File: src/rtl/scan_mux_if.sv
// Bus bundle for scan_mux: channel data in, select/mode/hold
// controls, registered data, channel index and change pulse out.
interface scan_mux_if #(
  parameter int W    = 1,
  parameter int N    = 4,
  parameter int SELW = 2
);
  logic [N*W-1:0]  data_in;
  logic [SELW-1:0] sel;
  logic            mode;
  logic            hold;
  logic [W-1:0]    data_out;
  logic [SELW-1:0] ch_out;
  logic            ch_change;

  modport master (
    output data_in, sel, mode, hold,
    input  data_out, ch_out, ch_change
  );

  modport slave (
    input  data_in, sel, mode, hold,
    output data_out, ch_out, ch_change
  );
endinterface

File: src/rtl/scan_mux.sv
// Registered N-channel W-bit mux: manual select or round-robin
// scan with programmable dwell, plus a channel-change pulse.
module scan_mux #(
  parameter int W     = 1,
  parameter int N     = 4,
  parameter int SELW  = 2,
  parameter int DWELL = 4
) (
  input logic       clk,
  input logic       rst,
  scan_mux_if.slave bus
);
  typedef enum logic {
    MANUAL = 1'b0,
    SCAN   = 1'b1
  } state_e;

  localparam logic [SELW:0]   NUM  = (SELW+1)'(N);
  localparam logic [SELW-1:0] LAST = SELW'(N-1);
  localparam logic [15:0]     CMAX = 16'(DWELL-1);

  state_e          state_q, state_d;
  logic [SELW-1:0] ch_q, ch_d;
  logic [15:0]     cnt_q, cnt_d;
  logic [15:0]     cnt_cur;
  logic [W-1:0]    dout_q, dout_d;
  logic            chg_q, chg_d;
  logic            sel_ok;

  assign sel_ok = {1'b0, bus.sel} < NUM;

  // A scan entered from manual always counts from zero
  assign cnt_cur = (state_q == SCAN) ? cnt_q : '0;

  always_comb begin
    state_d = bus.mode ? SCAN : MANUAL;
    ch_d    = ch_q;
    cnt_d   = cnt_q;
    unique case (state_d)
      MANUAL: begin
        cnt_d = '0;
        if (sel_ok) ch_d = bus.sel;
      end
      SCAN: begin
        if (!bus.hold) begin
          if (cnt_cur == CMAX) begin
            cnt_d = '0;
            ch_d  = (ch_q == LAST) ? '0
                                   : ch_q + SELW'(1);
          end else begin
            cnt_d = cnt_cur + 16'd1;
          end
        end
      end
      default: ;
    endcase
    dout_d = bus.data_in[ch_d*W +: W];
    chg_d  = (ch_d != ch_q);
  end

  always_ff @(posedge clk or posedge rst) begin
    if (rst) begin
      state_q <= MANUAL;
      ch_q    <= '0;
      cnt_q   <= '0;
      dout_q  <= '0;
      chg_q   <= 1'b0;
    end else begin
      state_q <= state_d;
      ch_q    <= ch_d;
      cnt_q   <= cnt_d;
      dout_q  <= dout_d;
      chg_q   <= chg_d;
    end
  end

  assign bus.data_out  = dout_q;
  assign bus.ch_out    = ch_q;
  assign bus.ch_change = chg_q;
endmodule

File: src/flat_wrapper.sv
// flat-port wrapper written by rule: the top's interface ports become plain ports
module scan_mux_flat 
#(
  parameter int W     = 1,
  parameter int N     = 4,
  parameter int SELW  = 2,
  parameter int DWELL = 4
)
  (clk, rst, bus_data_in, bus_sel, bus_mode, bus_hold, bus_data_out, bus_ch_out, bus_ch_change);
  scan_mux_if #(.W(W), .N(N), .SELW(SELW)) bus_i ();
  input logic clk;
  input logic rst;
  input wire logic [$bits(bus_i.data_in)-1:0] bus_data_in;
  input wire logic [$bits(bus_i.sel)-1:0] bus_sel;
  input wire logic [$bits(bus_i.mode)-1:0] bus_mode;
  input wire logic [$bits(bus_i.hold)-1:0] bus_hold;
  output wire logic [$bits(bus_i.data_out)-1:0] bus_data_out;
  output wire logic [$bits(bus_i.ch_out)-1:0] bus_ch_out;
  output wire logic [$bits(bus_i.ch_change)-1:0] bus_ch_change;
  assign bus_i.data_in = bus_data_in;
  assign bus_i.sel = bus_sel;
  assign bus_i.mode = bus_mode;
  assign bus_i.hold = bus_hold;
  assign bus_data_out = bus_i.data_out;
  assign bus_ch_out = bus_i.ch_out;
  assign bus_ch_change = bus_i.ch_change;
  scan_mux #(.W(W), .N(N), .SELW(SELW), .DWELL(DWELL)) u_core (.clk(clk), .rst(rst), .bus(bus_i));
endmodule
File: config.mk
export PLATFORM = sky130hd
export DESIGN_NAME = scan_mux_flat
export DESIGN_NICKNAME = d
export VERILOG_FILES = /design/src/rtl/scan_mux_if.sv /design/src/rtl/scan_mux.sv /design/src/flat_wrapper.sv
export SDC_FILE = /design/constraint.sdc
export NUM_CORES = 1
export LEC_CHECK = 0
export CAP_MARGIN = 20
export CORE_MARGIN = 3
export CORE_UTILIZATION = 55
export CTS_BUF_LIST = sky130_fd_sc_hd__clkbuf_4 sky130_fd_sc_hd__clkbuf_8 sky130_fd_sc_hd__clkbuf_16
export DETAILED_ROUTE_END_ITERATION = 6
export PLACE_DENSITY_LB_ADDON = 0.15
export REMOVE_ABC_BUFFERS = 1
export SLEW_MARGIN = 10
export SYNTH_ARGS = -nofsm -noshare
export SYNTH_HDL_FRONTEND = slang
export SYNTH_SLANG_ARGS = --single-unit
File: constraint.sdc
create_clock -name clk -period 2.53 [get_ports clk]
set_input_delay 0.3795 -clock clk [delete_from_list [all_inputs] [get_ports clk]]
set_output_delay 0.3795 -clock clk [all_outputs]
set_load 0.005 [all_outputs]
==> impl_metrics.yaml <==
synth:
  ys.flop_type: "dfrtp_1"
  syn_area_sq_um: 1240
  synth_cell_type_count: 35
  ys_ff_latch: 21
  async_flop_share_pct: 100
  ys_seq_area_share_pct: 42.3
  synth-edff-count: 0
  avgSynthCellArea_sq_um: 9.26
  yosysWarningCount: 0
  synthCells: 134
detailed_routing:
  first_iter_violations: 40
  drt_first_pass_iters: 4
  dr_total_vias: 1128
  vias_per_cell: 6.41
  antenna_left: 0
  drc: 0
  wire_per_inst_microns: 16.3
  wl_microns: 2870
worst_setup_path:
  path_buf_inv: 1
  cp_cell_sequence: "nand2_1, inv_1, ha_1, nand3_1, nor4_1, and4_2, and3_1, xnor2_1, o21ai_1"
  rrSetupSlack_ns: 0.21
  cp-end-kind: "register"
  r2r_cells: 9
  r2r_end: "u_core.cnt_q[14]"
  critical-path-slowest-cell: "dfrtp_2"
  rr_startpoint: "u_core.state_q"
  worst-endpoint-required_ns: 2.71
  path_class: "register to register"
  arrival_ns: 2.50
  cp_max_fo: 8
  path_delay_family: "simple AND/OR/NAND/NOR gates"
  crit_path_start_kind: "register"
  crit_path_max_incr_delay_ns: 0.46
cells_and_area:
  layout.cells.most_common: "dfrtp_1"
  post-route-util_pct: 70.2
  final_nets: 162
  final_cell_count_no_fill: 176
  area_delta_synth_final_pct: 15.4
  num_antenna_cells: 0
  drive_above_1_share_pct: 10.1
  fin_area_sq_um: 1430
  final_cell_mix: "dfrtp_1 (20), nand2_1 (18), o21ai_0 (13), clkdlybuf4s50_1 (13)"
clock_tree:
  cts_max_path_buffers: 2
  cts_buffers: 3
  clkLatencyLatePin_ns: 0.30
  path_clk_slew_ns: 0.13
  cts_tree: "yes"
  hold_buffers: 0
  clock_sinks: 21
  clock-root-buffer: "clkbuf_4"
  cts_htree_levels: 1
timing:
  tns_ns: 0
  whs_ns: 0.508
  finClkSkew_ns: 0.00618
  worst_pin_slew_ns: 0.804
  period_minus_slack_ns: 2.32
  slew_viol_final: 0
  max_freq_mhz: 432
  hold_viol: 0
  relSlewSlack_pct: 46.4
  fin_ws_ns: 0.213
  setup_violations: 0
  period_share_pct: 91.6
power:
  ir_drop_uv: 327
  power.density_nw_per_um2: 432
  p_leak_nw: 0.600
  p_total_uw: 619
floorplan:
  dieArea_sq_um: 2860
  ioPinCount: 14
  core_sq_um: 2040
  dieWidth_microns: 53.5
  chipHeight_microns: 53.5
  start_util_pct: 60.8
  num_rows: 16
worst_hold_path:
  hold_class: "primary input to async pin"
job:
  maxCapViolations: 0
placed_design:
  gp_congestion: 0.873
  dpl_cell_area_sq_um: 1400
  dp.cells: 171
  pre_cts_slack_ns: 0.190
  place.port_buffers: 13
  place_hpwl_microns: 2030
run_status:
  run_status: "finished clean"
global_route:
  grt_pass1_vias: 971
  grt_overflow_total: 0
  grt_pass1_wl_microns: 4540
  grtUsageTotal_pct: 21.7
  grt_antenna_before_repair: 0
  grt_max_degree: 22
==> worst reg2reg max path, stage by stage, from the launching register on <==
cell	delay, ns
dfrtp_2	0.46
nand2_1	0.09
inv_1	0.08
ha_1	0.24
nand3_1	0.17
nor4_1	0.46
and4_2	0.32
and3_1	0.18
xnor2_1	0.12
o21ai_1	0.07
==> power breakdown <==
group / switching, mW / internal, mW / total, mW / leakage [nW]
Clock: 0.108 / 0.0589 / 0.167 / 0.0177
Combinational: 0.0469 / 0.0503 / 0.0972 / 0.305
Sequential: 0.00931 / 0.346 / 0.355 / 0.278
==> metal layers <==
layer	track usage, %	share of wire, %
met1	32.1	43
met2	31.2	49
met3	4.23	7.0
met4	7.66	0.80
met5	0	0
==> worst max path at each step <==
stage / slack, ns / startpoint / endpoint / depth (start not counted)
finish: 0.21 / u_core.state_q / u_core.cnt_q[14] / 9
global route: -0.01 / u_core.state_q / u_core.cnt_q[14] / 9
CTS: 0.16 / u_core.state_q / u_core.bus.data_out / 9
detailed placement: 0.19 / u_core.state_q / u_core.bus.data_out / 9
global placement: 0.28 / u_core.state_q / u_core.bus.data_out / 9
floorplan: 0.32 / u_core.state_q / u_core.bus.data_out / 9
==> cell families after synthesis <==
| kind of cell | count (synthesis) | share of synthesized area [%] |
|---|---|---|
| DFF | 21 | 42.3 |
| and+or+nand+nor | 61 | 26.3 |
| muxes | 3 | 2.42 |
| buffers and inverters | 9 | 3.43 |
| adders and majority gates | 2 | 2.02 |
| xor gates and xnor gates | 4 | 2.82 |
| AOI/OAI and AO/OA | 34 | 20.7 |
==> synthesized netlist by cell type, types with 2 or more instances <==
library cell | number | area, sq um
dfrtp_1 | 21 | 526
nand2_1 | 18 | 67.6
o21ai_0 | 13 | 65.1
a32o_1 | 8 | 80.1
nand3_1 | 8 | 40.0
nor2_1 | 8 | 30.0
a22o_1 | 4 | 35.0
and2_1 | 4 | 25.0
and3_1 | 4 | 25.0
clkbuf_1 | 4 | 15.0
nor4_1 | 4 | 25.0
a31oi_1 | 3 | 18.8
inv_1 | 3 | 11.3
mux2i_1 | 3 | 30.0
nand4_1 | 3 | 18.8
xnor2_1 | 3 | 26.3
and4_2 | 2 | 20.0
ha_1 | 2 | 25.0
nor3_1 | 2 | 10.0
nor4b_1 | 2 | 17.5
==> sequential cells by signal (all words and copies together) (netlist names) <==
register              flops
u_core.bus.ch_change      1
u_core.cnt_q             16
u_core.bus.data_out       1
u_core.state_q            1
u_core.bus.ch_out         2
==> cell type report <==
type	instances	area (sq um)
Clock inverter	1	5.00
Sequential cell	21	527
Tap cell	27	33.8
Multi-Input combinational cell	104	673
Fill cell	174	609
Timing Repair Buffer	17	160
Inverter	3	11.3
Clock buffer	3	22.5
==> repair_timing <==
| item | 4_1_cts | 5_1_grt |
|---|---|---|
| endpoints found under the setup margin | 0 | 5 |
| buffers inserted | 0 | 1 |
| resized for setup | 0 | 1 |
Note: power is estimated with default switching activity, not from simulation.
